**src/rtl/hazard_ctrl.sv**
```systemverilog
// hazard_ctrl: pipeline stall/flush control.
// Detects load-use and no-forwarding data hazards between the ID sources and
// the in-flight EXE/MEM destinations, turns taken branches into IF/ID flushes,
// and holds the pipeline while a long-latency EXE op (mul/div) completes.
// Control outputs are Mealy (combinational from state and inputs).
// Also keeps a saturating count of frozen cycles for performance bring-up.
module hazard_ctrl #(
    parameter int LONG_STALL = 4    // extra EXE cycles for a long op, 2..15
) (
    input  logic        clk,
    input  logic        rst,        // asynchronous, active-low
    input  logic [4:0]  Src1_ID,
    input  logic [4:0]  Src2_ID,
    input  logic        Two_src_ID,
    input  logic [4:0]  Dst_EXE,
    input  logic        WB_EN_EXE,
    input  logic        MEM_R_EN_EXE,
    input  logic [4:0]  Dst_MEM,
    input  logic        WB_EN_MEM,
    input  logic        Forward_EN,
    input  logic        Br_taken_ID,
    input  logic        Long_op_EXE,
    input  logic        Cnt_clr,
    output logic        Freeze,
    output logic        Flush_IFID,
    output logic        Flush_IDEXE,
    output logic        Hold_EXE,
    output logic        Bubble_MEM,
    output logic        Busy,
    output logic [15:0] Stall_cnt
);

    localparam logic [1:0] ST_IDLE = 2'd0;
    localparam logic [1:0] ST_BUSY = 2'd1;
    localparam logic [1:0] ST_DONE = 2'd2;

    // The IDLE cycle that sees the long op is itself a stall cycle, so BUSY
    // only has to cover the remaining LONG_STALL-1 cycles (cnt runs down to 0).
    localparam logic [3:0] CNT_LOAD = 4'(LONG_STALL - 2);

    logic [1:0]  state_q, state_d;
    logic [3:0]  cnt_q, cnt_d;
    logic [15:0] stall_cnt_q, stall_cnt_d;
    logic        long_stall;
    logic        data_hazard;

    // Register 0 is hard-wired zero, so it never creates a dependency.
    function automatic logic reg_match(input logic [4:0] src, input logic [4:0] dst);
        return (src != 5'd0) && (src == dst);
    endfunction

    // True when either live ID source reads the given destination.
    function automatic logic src_hit(input logic [4:0] dst);
        return reg_match(Src1_ID, dst) || (Two_src_ID && reg_match(Src2_ID, dst));
    endfunction

    // Hazard detection: with forwarding only a load in EXE cannot be bypassed;
    // without forwarding any pending write in EXE or MEM must drain first.
    always_comb begin
        if (Forward_EN) begin
            data_hazard = MEM_R_EN_EXE && WB_EN_EXE && src_hit(Dst_EXE);
        end else begin
            data_hazard = (WB_EN_EXE && src_hit(Dst_EXE)) ||
                          (WB_EN_MEM && src_hit(Dst_MEM));
        end
    end

    // Long-op sequencer: IDLE -> BUSY (count down) -> DONE -> IDLE.
    // DONE ignores Long_op_EXE because the same op is advancing out of EXE.
    always_comb begin
        state_d = state_q;
        cnt_d   = cnt_q;
        case (state_q)
            ST_IDLE: begin
                if (Long_op_EXE) begin
                    state_d = ST_BUSY;
                    cnt_d   = CNT_LOAD;
                end
            end
            ST_BUSY: begin
                if (cnt_q == 4'd0) begin
                    state_d = ST_DONE;
                end else begin
                    cnt_d = cnt_q - 4'd1;
                end
            end
            ST_DONE: state_d = ST_IDLE;
            default: state_d = ST_IDLE;
        endcase
    end

    assign long_stall = ((state_q == ST_IDLE) && Long_op_EXE) || (state_q == ST_BUSY);

    // Output priority: long stall, then data hazard, then taken branch.
    // Everything is forced low while reset is held.
    always_comb begin
        Freeze      = 1'b0;
        Flush_IFID  = 1'b0;
        Flush_IDEXE = 1'b0;
        Hold_EXE    = 1'b0;
        Bubble_MEM  = 1'b0;
        Busy        = 1'b0;
        if (rst) begin
            if (long_stall) begin
                Freeze     = 1'b1;
                Hold_EXE   = 1'b1;
                Bubble_MEM = 1'b1;
                Busy       = 1'b1;
            end else if (data_hazard) begin
                // Branch operands may be stale; the branch re-evaluates next cycle.
                Freeze      = 1'b1;
                Flush_IDEXE = 1'b1;
            end else if (Br_taken_ID) begin
                Flush_IFID = 1'b1;
            end
        end
    end

    // Stall cycle counter: clear wins, otherwise count frozen cycles and saturate.
    always_comb begin
        stall_cnt_d = stall_cnt_q;
        if (Cnt_clr) begin
            stall_cnt_d = 16'd0;
        end else if (Freeze && (stall_cnt_q != 16'hFFFF)) begin
            stall_cnt_d = stall_cnt_q + 16'd1;
        end
    end

    // State registers.
    always_ff @(posedge clk or negedge rst) begin
        if (!rst) begin
            state_q     <= ST_IDLE;
            cnt_q       <= 4'd0;
            stall_cnt_q <= 16'd0;
        end else begin
            state_q     <= state_d;
            cnt_q       <= cnt_d;
            stall_cnt_q <= stall_cnt_d;
        end
    end

    assign Stall_cnt = stall_cnt_q;

endmodule
```
**config.mk**
```make
export PLATFORM = sky130hd
export DESIGN_NAME = hazard_ctrl
export DESIGN_NICKNAME = d
export VERILOG_FILES = /design/src/rtl/hazard_ctrl.sv
export SDC_FILE = /design/constraint.sdc
export NUM_CORES = 1
export LEC_CHECK = 0
export CAP_MARGIN = 10
export CORE_MARGIN = 3
export CORE_UTILIZATION = 50
export CTS_BUF_LIST = sky130_fd_sc_hd__clkbuf_4 sky130_fd_sc_hd__clkbuf_8
export DETAILED_ROUTE_END_ITERATION = 10
export HOLD_SLACK_MARGIN = 0.06
export MAX_ROUTING_LAYER = met4
export PLACE_DENSITY = 0.85
export SYNTH_ARGS = -nofsm -noshare
export SYNTH_HDL_FRONTEND = slang
export SYNTH_SLANG_ARGS = --single-unit
```
**constraint.sdc**
```tcl
create_clock -name clk -period 5.8 [get_ports clk]
set_input_delay 1.16 -clock clk [delete_from_list [all_inputs] [get_ports clk]]
set_output_delay 1.16 -clock clk [all_outputs]
set_load 0.01 [all_outputs]
```
==> summary.txt <==
Run status
  – Status: finished, final reports clean

Floorplanning
  – Core outline area: about 3100 um2
  – Die X: around 64 um
  – Vertical die dimension: ~64 um
  – Starting density of the core: between 50% and 60%
  – Die area: 4090 um2
  – IO Pins: 52
  – Floorplan row count: 20

Finish
  – Number of fillers in the final layout: approximately 240
  – Fin nets: approximately 260
  – Diodes inserted: 0
  – Area grow syn2layout: 33.6%
  – Fraction of final layout cells sized beyond drive strength 1: a little under an eighth

Min path
  – Hold path startpoint: cnt_q[2]$_DFFE_PN0P_
  – Hold/Removal Path Class: flop to flop

STA
  – Fin crit period: roughly 4.8 ns
  – Setup repair after global routing missed its margin: false
  – Worst-case headroom to the max-slew limit: ~43%
  – Count of pins over their slew limit: 0
  – Measured slew at the worst slew-check pin: about 0.85 ns
  – Clock skew: slightly above 0.006 ns
  – Setup-failing EPs final: 0
  – Tightest hold margin: ~0.56 ns
  – Final period util: between 80% and 90%
  – Achievable clock frequency: about 210 MHz
  – Total negative slack for setup checks: 0 ns
  – Final Hold Viols: 0

Synthesis
  – Number of warnings issued by yosys: 0
  – Synthesized net count: 213
  – Synth area leaders: sky130_fd_sc_hd__dfrtp_1 (33%), sky130_fd_sc_hd__mux2_4 (7.2%), sky130_fd_sc_hd__xnor2_1 (5.2%)
  – Mapped Cells: 180
  – Sequential element share of the synthesized area: approximately a third
  – Async S/R FF share, synth: 100%
  – Area of the mapped netlist: 1680 um2
  – Post-synth EDFFs: 0
  – Number of distinct library cells after synthesis: 40
  – Yosys reg bits: 22
  – Leading area contributor after synthesis: sky130_fd_sc_hd__dfrtp_1
  – Post-synthesis average cell area: 9.33 um2
  – Main flop type after synthesis: sky130_fd_sc_hd__dfrtp_1
  – Fraction of synthesized cell area taken by the top area cell type: 32.8%

CTS
  – Clock latency reported for the late side of the worst-skew pair: around 0.30 ns
  – Clock tree from TritonCTS: done
  – Number of resized instances in the post-cts repair step: 0
  – Clock slew at reported path FFs: ~0.12 ns
  – Buffer count from post-CTS setup fixing: 0
  – Clock buffer depth: 2
  – CTS Root Cell: sky130_fd_sc_hd__clkbuf_4
  – Number of clock sinks seen by CTS: 22
  – Total clock buffers created by CTS: 3
  – Total number of H-tree levels: 1
  – Cts-stage hold buffer count: 0

Worst setup path
  – Element type at the critical path start: primary input
  – Critical Setup Path Class: primary input to output pin
  – Max FO, Critical Path: 23
  – Worst setup path start: Src2_ID[1]
  – Nature of the critical path endpoint: output pin
  – Worst r2r src: Stall_cnt[0]$_DFFE_PN0P_
  – Required time reported for the critical path endpoint: between 4 and 5 ns
  – Arr. time, crit path: 3.63 ns

Placed design
  – Post-DP HPWL: between 2000 and 3000 um
  – Port buffer count: 51
  – Routability-driven placement congestion ratio: between 0.8 and 0.9

Power
  – Leakage Power: around 0.00087 uW
  – Switching share of total power: roughly 33%
  – Int Pwr: 354 uW
  – Sequential fraction of design power: 37.7%
  – Clk network pwr share: a little over a fifth
  – Combinational group share of total power: between 40% and 50%
  – Peak VDD IR: between 150 and 200 uV
  – Switch Pwr: 177 uW
  – Power density normalized to cell area: about 240 nW/um2

GRT
  – Remaining global-route overflow: 0
  – Global-route wire length before repair: about 6500 um
  – Via count of the first global-routing pass: 1,479
  – Largest net degree at the start of global routing: 27
  – Antenna violations before repair: 0
  – GRT Total Usage: between 20% and 30%

Routing
  – Final ANT Viol Nets: 0
  – Number of optimization iterations in the first detailed-route pass: 4
  – Number of DRC violations after detailed routing: 0
  – Drt via density: ~5.5
  – Iteration-0 DRC count of the detailed router: between 80 and 90
  – Routed vias: around 1,500
  – Detailed-route wire length: around 3700 um
  – Average wire per cell in the routed design: between 10 and 15 um

Flow run
  – Max cap viols: 0
## cells in the final DEF (no fill, tap or decap), types with 7 or more instances in the layout
cell / n
sky130_fd_sc_hd__clkdlybuf4s50_1: 51
sky130_fd_sc_hd__or4_1: 7
sky130_fd_sc_hd__xnor2_1: 10
sky130_fd_sc_hd__xor2_1: 10
sky130_fd_sc_hd__nor2b_1: 8
sky130_fd_sc_hd__a21oi_1: 9
sky130_fd_sc_hd__dfrtp_1: 22
sky130_fd_sc_hd__nor2_1: 16
sky130_fd_sc_hd__or3_1: 7
sky130_fd_sc_hd__nand3_1: 8
sky130_fd_sc_hd__nand2_1: 9
sky130_fd_sc_hd__mux2_4: 8
## metal layers
metal / wire length, um / up-vias / global-route usage, %
li1: - / 748 / -
met1: 1650 / 711 / 25.0
met2: 1810 / 52 / 32.6
met3: 236 / 2 / 4.92
met4: 21 / 0 / 4.85
met5: 0 / - / -
## stage by stage
stage | cell area [um2] | instances | worst slack [ns] | util [%] | total power [uW]
after floorplan | 1680 | 180 | 2.06 | - | 371
after global placement | 2190 | 269 | 1.05 | 70.0 | 417
after detailed placement | 2190 | 269 | 0.993 | 70.0 | 422
after CTS | 2240 | 273 | 0.990 | 71.7 | 539
after global routing | 2240 | 273 | 0.881 | 71.7 | 576
final | 2240 | 273 | 1.01 | 71.7 | 532
## worst max-delay path, cell delays in order
cell and delay [ns]:
sky130_fd_sc_hd__clkdlybuf4s50_1 0.46, sky130_fd_sc_hd__or4_1 0.56, sky130_fd_sc_hd__o21ai_2 0.15, sky130_fd_sc_hd__nor4_1 0.08, sky130_fd_sc_hd__o221a_1 0.21, sky130_fd_sc_hd__and3b_1 0.20, sky130_fd_sc_hd__buf_4 0.25, sky130_fd_sc_hd__nor2_1 0.07
sky130_fd_sc_hd__clkdlybuf4s50_1 0.49
## registers in the layout, indices dropped and copies added, names as in the netlist
signal	cells
Stall_cnt	16
state_q	2
cnt_q	4
## final timing paths
kind,slack (ns),cells after the start,endpoint
setup / recovery,1.01,9,Freeze
hold / removal,0.56,2,cnt_q[2]$_DFFE_PN0P_
min in group asynchronous,1.08,1,Stall_cnt[12]$_DFFE_PN0P_
max in group asynchronous,4.12,2,cnt_q[3]$_DFFE_PN0P_
setup reg to reg,3.45,7,Stall_cnt[13]$_DFFE_PN0P_
hold reg to reg,0.56,2,cnt_q[2]$_DFFE_PN0P_
## logic make-up after synthesis
family | after synthesis | synth area share [%]
AND/OR/NAND/NOR | 86 | 31.4
AO/OA/AOI/OAI | 25 | 9.46
flip-flops | 22 | 32.8
XOR/XNOR | 20 | 10.4
buffers and inverters | 15 | 5.89
multiplexers | 9 | 7.75
adder cells (fa/ha/maj) | 3 | 2.24
## layout make-up
class                   count  area [um2]  share of cell area [%]
inverters                   6        22.5                    1.00
multi-input cells         143        1030                    45.9
repair buffers             54         533                    23.8
clock inverters             1        30.0                    1.34
well taps                  44        55.1                    2.45
clock buffers               3        22.5                    1.00
flip-flops and latches     22         551                    24.5
## power groups by stage
| stage | Sequential (uW) | Combinational (uW) | Clock, uW |
|---|---|---|---|
| after floorplan | 199 | 172 | 0 |
| after global placement | 203 | 214 | 0 |
| after detailed placement | 203 | 219 | 0 |
| after CTS | 200 | 220 | 119 |
| after global routing | 205 | 244 | 127 |
| final | 200 | 217 | 114 |
## cells in the mapped netlist, types with 4 or more instances
master / instances
sky130_fd_sc_hd__dfrtp_1: 22
sky130_fd_sc_hd__nor2_1: 16
sky130_fd_sc_hd__xnor2_1: 10
sky130_fd_sc_hd__xor2_1: 10
sky130_fd_sc_hd__a21oi_1: 9
sky130_fd_sc_hd__nand2_1: 9
sky130_fd_sc_hd__mux2_4: 8
sky130_fd_sc_hd__nand3_1: 8
sky130_fd_sc_hd__nor2b_1: 8
sky130_fd_sc_hd__or3_1: 7
sky130_fd_sc_hd__or4_1: 7
sky130_fd_sc_hd__inv_1: 6
sky130_fd_sc_hd__nor4_1: 5
sky130_fd_sc_hd__o21ai_0: 5
sky130_fd_sc_hd__nand4_1: 4
sky130_fd_sc_hd__nor4_2: 4
Power figures use the tool's default switching activity.
